`src/rtl/hsv_frame_sequencer.sv`:
```
// Rotating-rainbow frame sequencer: issues H/S/V per LED, captures the GRB result,
// hands pixels to the LED driver, then holds the latch gap. Optional macro HSV_BREATH_EN.
module hsv_frame_sequencer #(
  parameter int unsigned NUM_LEDS       = 8,
  parameter int unsigned HUE_STEP       = 8,
  parameter int unsigned FRAME_HUE_STEP = 1,
  parameter int unsigned CONV_LATENCY   = 1,
  parameter int unsigned GAP_CYCLES     = 8192
) (
  input  logic        clk,
  input  logic        rst,
  input  logic        enable,
  input  logic [7:0]  sat,
  input  logic [7:0]  val,
  output logic [7:0]  h_out,
  output logic [7:0]  s_out,
  output logic [7:0]  v_out,
  input  logic [23:0] rgb_in,
  output logic [23:0] pix_data,
  output logic        pix_valid,
  input  logic        pix_ready,
  output logic        pix_last,
  output logic        busy,
  output logic        frame_done
);

  localparam int unsigned LED_W  = (NUM_LEDS > 1) ? $clog2(NUM_LEDS) : 1;
  localparam int unsigned WAIT_W = (CONV_LATENCY > 0) ? $clog2(CONV_LATENCY + 1) : 1;
  localparam int unsigned GAP_W  = (GAP_CYCLES > 0) ? $clog2(GAP_CYCLES + 1) : 1;

  typedef enum logic [2:0] {
    IDLE    = 3'd0,
    ISSUE   = 3'd1,
    WAIT    = 3'd2,
    PRESENT = 3'd3,
    GAP     = 3'd4
  } state_t;

  state_t             state_q, state_d;
  logic [7:0]         base_hue, base_hue_d;
  logic [7:0]         cur_hue, cur_hue_d;
  logic [LED_W-1:0]   led_idx, led_idx_d;
  logic [WAIT_W-1:0]  wait_cnt, wait_d;
  logic [GAP_W-1:0]   gap_cnt, gap_d;
  logic [7:0]         h_d, s_d, v_d, v_start;
  logic [23:0]        pix_data_d;
  logic               pix_valid_d, pix_last_d, busy_d, frame_done_d;
  logic               start_frame;
`ifdef HSV_BREATH_EN
  logic [7:0]         breath, breath_d;
  logic               breath_up, breath_up_d;
`endif

  // Next-state and next-output logic
  always_comb begin
    state_d      = state_q;
    base_hue_d   = base_hue;
    cur_hue_d    = cur_hue;
    led_idx_d    = led_idx;
    wait_d       = wait_cnt;
    gap_d        = gap_cnt;
    h_d          = h_out;
    s_d          = s_out;
    v_d          = v_out;
    pix_data_d   = pix_data;
    pix_valid_d  = pix_valid;
    pix_last_d   = pix_last;
    frame_done_d = 1'b0;
    start_frame  = 1'b0;
    v_start      = val;
`ifdef HSV_BREATH_EN
    breath_d     = breath;
    breath_up_d  = breath_up;
`endif

    case (state_q)
      IDLE: begin
        if (enable) start_frame = 1'b1;
      end
      ISSUE: begin
        wait_d  = WAIT_W'(CONV_LATENCY);
        state_d = WAIT;
      end
      WAIT: begin
        wait_d = wait_cnt - WAIT_W'(1);
        if (wait_cnt <= WAIT_W'(1)) begin
          wait_d      = '0;
          pix_data_d  = rgb_in;
          pix_valid_d = 1'b1;
          pix_last_d  = (led_idx == LED_W'(NUM_LEDS - 1));
          state_d     = PRESENT;
        end
      end
      PRESENT: begin
        if (pix_ready) begin
          pix_valid_d = 1'b0;
          pix_last_d  = 1'b0;
          if (pix_last) begin
            gap_d   = GAP_W'(GAP_CYCLES);
            state_d = GAP;
          end else begin
            led_idx_d = led_idx + LED_W'(1);
            h_d       = cur_hue + 8'(HUE_STEP);
            cur_hue_d = h_d;
            state_d   = ISSUE;
          end
        end
      end
      GAP: begin
        gap_d = gap_cnt - GAP_W'(1);
        if (gap_cnt <= GAP_W'(1)) begin
          gap_d        = '0;
          frame_done_d = 1'b1;
          base_hue_d   = base_hue + 8'(FRAME_HUE_STEP);
`ifdef HSV_BREATH_EN
          // Triangle sweep: turn around on reaching either end
          if (breath_up) begin
            breath_d = breath + 8'd1;
            if (breath_d == 8'hFF) breath_up_d = 1'b0;
          end else begin
            breath_d = breath - 8'd1;
            if (breath_d == 8'h00) breath_up_d = 1'b1;
          end
`endif
          if (enable) start_frame = 1'b1;
          else        state_d     = IDLE;
        end
      end
      default: state_d = IDLE;
    endcase

`ifdef HSV_BREATH_EN
    v_start = 8'(({8'd0, val} * {8'd0, breath_d}) >> 8);
`endif

    // Frame start: latch S/V and restart the hue walk from the base hue
    if (start_frame) begin
      s_d       = sat;
      v_d       = v_start;
      cur_hue_d = base_hue_d;
      h_d       = base_hue_d;
      led_idx_d = '0;
      state_d   = ISSUE;
    end

    busy_d = (state_d != IDLE);
  end

  // State and output registers
  always_ff @(posedge clk or posedge rst) begin
    if (rst) begin
      state_q    <= IDLE;
      base_hue   <= '0;
      cur_hue    <= '0;
      led_idx    <= '0;
      wait_cnt   <= '0;
      gap_cnt    <= '0;
      h_out      <= '0;
      s_out      <= '0;
      v_out      <= '0;
      pix_data   <= '0;
      pix_valid  <= 1'b0;
      pix_last   <= 1'b0;
      busy       <= 1'b0;
      frame_done <= 1'b0;
`ifdef HSV_BREATH_EN
      breath     <= '0;
      breath_up  <= 1'b1;
`endif
    end else begin
      state_q    <= state_d;
      base_hue   <= base_hue_d;
      cur_hue    <= cur_hue_d;
      led_idx    <= led_idx_d;
      wait_cnt   <= wait_d;
      gap_cnt    <= gap_d;
      h_out      <= h_d;
      s_out      <= s_d;
      v_out      <= v_d;
      pix_data   <= pix_data_d;
      pix_valid  <= pix_valid_d;
      pix_last   <= pix_last_d;
      busy       <= busy_d;
      frame_done <= frame_done_d;
`ifdef HSV_BREATH_EN
      breath     <= breath_d;
      breath_up  <= breath_up_d;
`endif
    end
  end

endmodule

```
`config.mk`:
```
export PLATFORM = sky130hd
export DESIGN_NAME = hsv_frame_sequencer
export DESIGN_NICKNAME = d
export VERILOG_FILES = /design/src/rtl/hsv_frame_sequencer.sv
export SDC_FILE = /design/constraint.sdc
export NUM_CORES = 1
export LEC_CHECK = 0
export ABC_CLOCK_PERIOD_IN_PS = 3500
export BUFFER_PORTS_ARGS = -buffer_cell sky130_fd_sc_hd__buf_4
export CAP_MARGIN = 5
export CORE_MARGIN = 3
export CORE_UTILIZATION = 45
export CTS_CLUSTER_DIAMETER = 120
export DETAILED_ROUTE_END_ITERATION = 10
export GPL_ROUTABILITY_DRIVEN = 0
export GPL_TIMING_DRIVEN = 0
export PLACE_DENSITY = 0.7
export SYNTH_ARGS = -nofsm -noshare
export SYNTH_HDL_FRONTEND = slang
export SYNTH_SLANG_ARGS = --single-unit
```
`constraint.sdc`:
```
create_clock -name clk -period 3.5 [get_ports clk]
set_input_delay 0.7 -clock clk [delete_from_list [all_inputs] [get_ports clk]]
set_output_delay 0.7 -clock clk [all_outputs]
set_load 0.01 [all_outputs]
```
== After elaboration in Yosys (flattened, before gate mapping) ==
Cells that the tools add are included.
Word-level totals
  flip-flop bits (word level): 81
  word-level logic and storage cells: 73
  input bits: 44
Operators by class
  mux-type cells: 33
  reductions and logical operators: 11
  order comparisons: 2
  equality and inequality tests: 9
  add/sub/neg operators: 5
Operator list (count)
  2-to-1 mux 8 bit: 6
  2-to-1 mux 14 bit: 3
  2-to-1 mux 3 bit: 10
  case mux 14 bit (2 select lines): 1
  case mux 3 bit (5 select lines): 1
  <= comparator 14 x 1 -> 1 bit, second input constant: 1
  subtractor 14 x 1 -> 14 bit, second input constant: 1
  nonzero test 2 bit: 5
  AND reduction 3 bit: 3
  adder 8 x 1 -> 8 bit, second input constant: 1
  adder 8 x 4 -> 8 bit, second input constant: 1
  2-to-1 mux 1 bit: 8
  case mux 1 bit (2 select lines): 4
  == test 3 x 2 -> 1 bit, second input constant: 2
  == test 3 bit, second input constant: 2
  inequality test 2 bit, second input constant: 3
  adder 3 x 1 -> 3 bit, second input constant: 1
  == test 3 x 1 -> 1 bit, second input constant: 1
  logical NOT 3 bit: 1
  nonzero test 3 bit: 1
  inequality test 2 x 1 -> 1 bit, second input constant: 1
  AND reduction 2 bit: 1
  <= comparator 1 bit, second input constant: 1
  subtractor 1 bit, second input constant: 1

== Logic depth before layout (Yosys ltp) ==
  word-level depth: 5
  mapped depth: 8

== Least setup slack after synthesis ==
Ideal clock, no wire load.
  kind: register -> register
  start: register gap_cnt[2]
  end: register cur_hue[1]
  stages on the path, launching flop included: 7
  buffers on the path: 1
  path slack: 1.104 ns
  data required time: 3.375 ns
  period minus slack after synthesis: 2.396 ns
  arrival: 2.272 ns
  path through: dfrtp_1 -> or4_4 -> nor4_4 -> and2_1 -> buf_2 -> mux2_1 -> mux2_2
On the way
  elaborated cells between the ends (all ways): 10
  classes of those cells: order compare: 1; eq/ne: 1; mux: 5; reduce/logical: 3
RTL lines
  from (decl): RTL line 44  | logic [GAP_W-1:0] gap_cnt, gap_d;
  from (signal assigned): RTL line 176  | gap_cnt <= gap_d;
  <= comparator 14 x 1 -> 1 bit: RTL line 111  | if (gap_cnt <= GAP_W'(1)) begin
  2-to-1 mux 8 bit: RTL line 111
  2-to-1 mux 8 bit: RTL line 76  | case (state_q)
  named net base_hue_d[1]: RTL line 40  | logic [7:0] base_hue, base_hue_d;
  2-to-1 mux 8 bit: RTL line 137  | if (start_frame) begin
  to (signal assigned): RTL line 173  | cur_hue <= cur_hue_d;
  to (decl): RTL line 41  | logic [7:0] cur_hue, cur_hue_d;
The timed path passes the listed nets, and every way through them passes these cells.
A chain may end at the register's enable or synchronous reset.

== Worst setup path in the final report ==
  start: register gap_cnt[3]
  end: register cur_hue[1]
Same word-level chain as after synthesis.

==> qor.yml <==
drt:
  drt-pass1-iter-count: 4
  drt-vias-per-instance: 5.055
  drt-initial-drc-count: 121
  drt_wl_total_um: 6776
  vias: 2386
  post_drt_wl_per_cell_um: 14.36
  ant_nets: 0
  drc_errors: 0
clock_network:
  clkTransAtPathRegs_ps: 90
  cts_root_buf: "clkbuf_8"
  cts.repair.resized: 0
  postCtsSetupRepairBufs: 0
  cts-htree-levels: 3
  clock-sinks: 80
  worstSkewPairLatency_ps: 350
  clock_path_buffers: 2
  tritoncts: "yes"
  cts_buffers: 9
  cts_hold_buf: 0
global_route:
  grt_start_max_net_pins: 69
  grt_pass1_vias: 2503
  grt_pass1_wl_um: 11450
  antenna_found_initial: 0
  gr-total-overflow: 0
  grt_util_all_layers: 0.1671
synth:
  yosysWarnings: 0
  synth_ff_type: "dfrtp_1"
  ys_types: 39
  syn_nets: 311
  synth_edf_count: 0
  synth.top_cell.area_share: 0.5865
  syn_inst: 261
  synth.cell_area_um2: 3413
  yosysTopAreaCell: "dfrtp_1"
  synth.area.top_cells: "dfrtp_1 (59%), mux2_2 (9.6%), mux2_1 (6.9%), xnor2_1 (2.6%), ha_1 (2.2%)"
  syn_area_per_cell_um2: 13.08
  ys_ff_latch: 80
  async_reset_ff_frac: 1.000
  ys_seq_area_frac: 0.5865
finish:
  layout_common_cells: "buf_4 (97), dfrtp_1 (80), mux2_2 (29)"
  layout_commonest_cell: "buf_4"
  fillers: 618
  antennaDiodeCount: 0
  stdcell_count: 472
  syn_to_final_growth_pct: 31.45
  drive_above_1_share: 0.4021
  finalInstanceArea_um2: 4487
  fin_nets: 418
placed_design:
  place_area_um2: 4280
  io_buffer_count: 95
  dp_hpwl_um: 4992
  placed_cells: 456
power_and_ir_drop:
  power_mw: 3.406
  peakVddDrop_uv: 415.0
  power_density_nw_per_um2: 759.0
  p_leak_nw: 2.159
worst_setup_path:
  cp.arrival_ps: 2890
  r2r_setup_slack_ps: 840
  path_class: "reg2reg"
  crit_chain: "or4_4, nor4_4, and2_1, buf_2, mux2_1, mux2_2"
  startpoint_type: "register"
  crit_fanout: 9
  slowest_delay_ps: 570
  crit_slowest_cell: "or4_4"
  end_kind: "register"
  required_ps: 3730
floorplan:
  die_w_um: 93.09
  core_um2: 7292
  rows: 31
  die-height_um: 93.09
  initial_core_util: 0.4681
  ios: 96
  die_area_um2: 8666
hold_path:
  holdCritPathClass: "in2async"
sta:
  max_freq_mhz: 376.4
  skew_ps: 13.34
  finalCritPeriodShare: 0.7591
  worstMarginPinSlew_ps: 1099
  hold_violations: 0
  drv_slew: 0
  setup_viol: 0
  finalCriticalPeriod_ps: 2657
  fin_tns_setup_ps: 0
  rsz0062_at_grt: "false"
  relSlewSlack: 0.2615
status:
  status: "finished clean"
flow_run:
  maxCapViolations: 0
==> path summary, 6_finish.rpt <==
kind | endpoint | from | depth (start not counted)
worst min register to register | base_hue[7]$_DFF_PP0_ | base_hue[7]$_DFF_PP0_ | 1
worst min-delay path | pix_data[10]$_DFFE_PP0P_ | rst | 2
max in group asynchronous | base_hue[0]$_DFF_PP0_ | rst | 3
min in group clk | base_hue[7]$_DFF_PP0_ | base_hue[7]$_DFF_PP0_ | 1
worst max-delay path | cur_hue[1]$_DFFE_PP0P_ | gap_cnt[3]$_DFFE_PP0P_ | 6
worst max register to register | cur_hue[1]$_DFFE_PP0P_ | gap_cnt[3]$_DFFE_PP0P_ | 6
==> registers in the layout (all words and copies together) (netlist names) <==
signal / cells
base_hue: 8
busy: 1
cur_hue: 8
frame_done: 1
gap_cnt: 14
led_idx: 3
pix_data: 24
pix_last: 1
pix_valid: 1
s_out: 8
state_q: 3
v_out: 8
==> final cells by class <==
cell class,count,area [µm²],share of cell area
Inverter,4,17.52,0.003904
Multi-Input combinational cell,169,1356,0.3023
Sequential cell,80,2002,0.4462
Clock inverter,4,51.30,0.01143
Buffer,8,40.04,0.008924
Tap cell,99,123.9,0.02761
Clock buffer,12,155.1,0.03458
Timing Repair Buffer,96,740.7,0.1651
==> through the flow <==
step | hold slack [ps] | utilization | setup WS [ps]
5_1_grt | 259.2 | 0.6153 | 734.7
2_1_floorplan | 437.6 | - | 748.3
6_report | 256.7 | 0.6153 | 843.0
3_3_place_gp | 458.3 | 0.5829 | -230.6
3_5_place_dp | 462.5 | 0.5870 | 856.8
4_1_cts | 250.8 | 0.6153 | 833.8
==> cell usage after synthesis, types with 6 or more instances <==
| master | count |
|---|---|
| nor2_1 | 19 |
| xnor2_1 | 10 |
| dfrtp_1 | 80 |
| xor2_1 | 8 |
| o21ai_0 | 9 |
| mux2_1 | 21 |
| nand4_1 | 8 |
| ha_1 | 6 |
| mux2_2 | 29 |
| nand3_1 | 7 |
| nand2_1 | 8 |
==> worst max-delay path, delay by kind of cell (launching register included) <==
family / cells / cell delay, ps
simple gates: 3 / 1320
mux: 2 / 630
flops: 1 / 460
buf+inv: 1 / 140
==> metal layers <==
metal,up-vias,wire [µm],global-route usage
met4,0,114,0.07570
met1,1148,2902,0.2121
met2,81,3217,0.2579
met5,-,0,0
met3,10,542,0.05792
li1,1147,-,-
==> kinds of logic (layout without fill, tap and decap cells) <==
logic type,count (synthesis),count (layout),synth area share
buffers and inverters,12,124,0.01613
xor gates and xnor gates,18,18,0.04619
adders and majority gates,6,6,0.02199
DFF,80,80,0.5865
and+or+nand+nor,68,68,0.1118
AOI/OAI and AO/OA,24,24,0.04362
muxes,53,53,0.1738
==> where the power goes <==
group	leakage [nW]	internal [mW]	switching, mW
logic	1.07	0.716	0.536
registers	0.988	1.25	0.201
clock network	0.103	0.371	0.331
No activity file was read; power rests on OpenSTA's default activity.
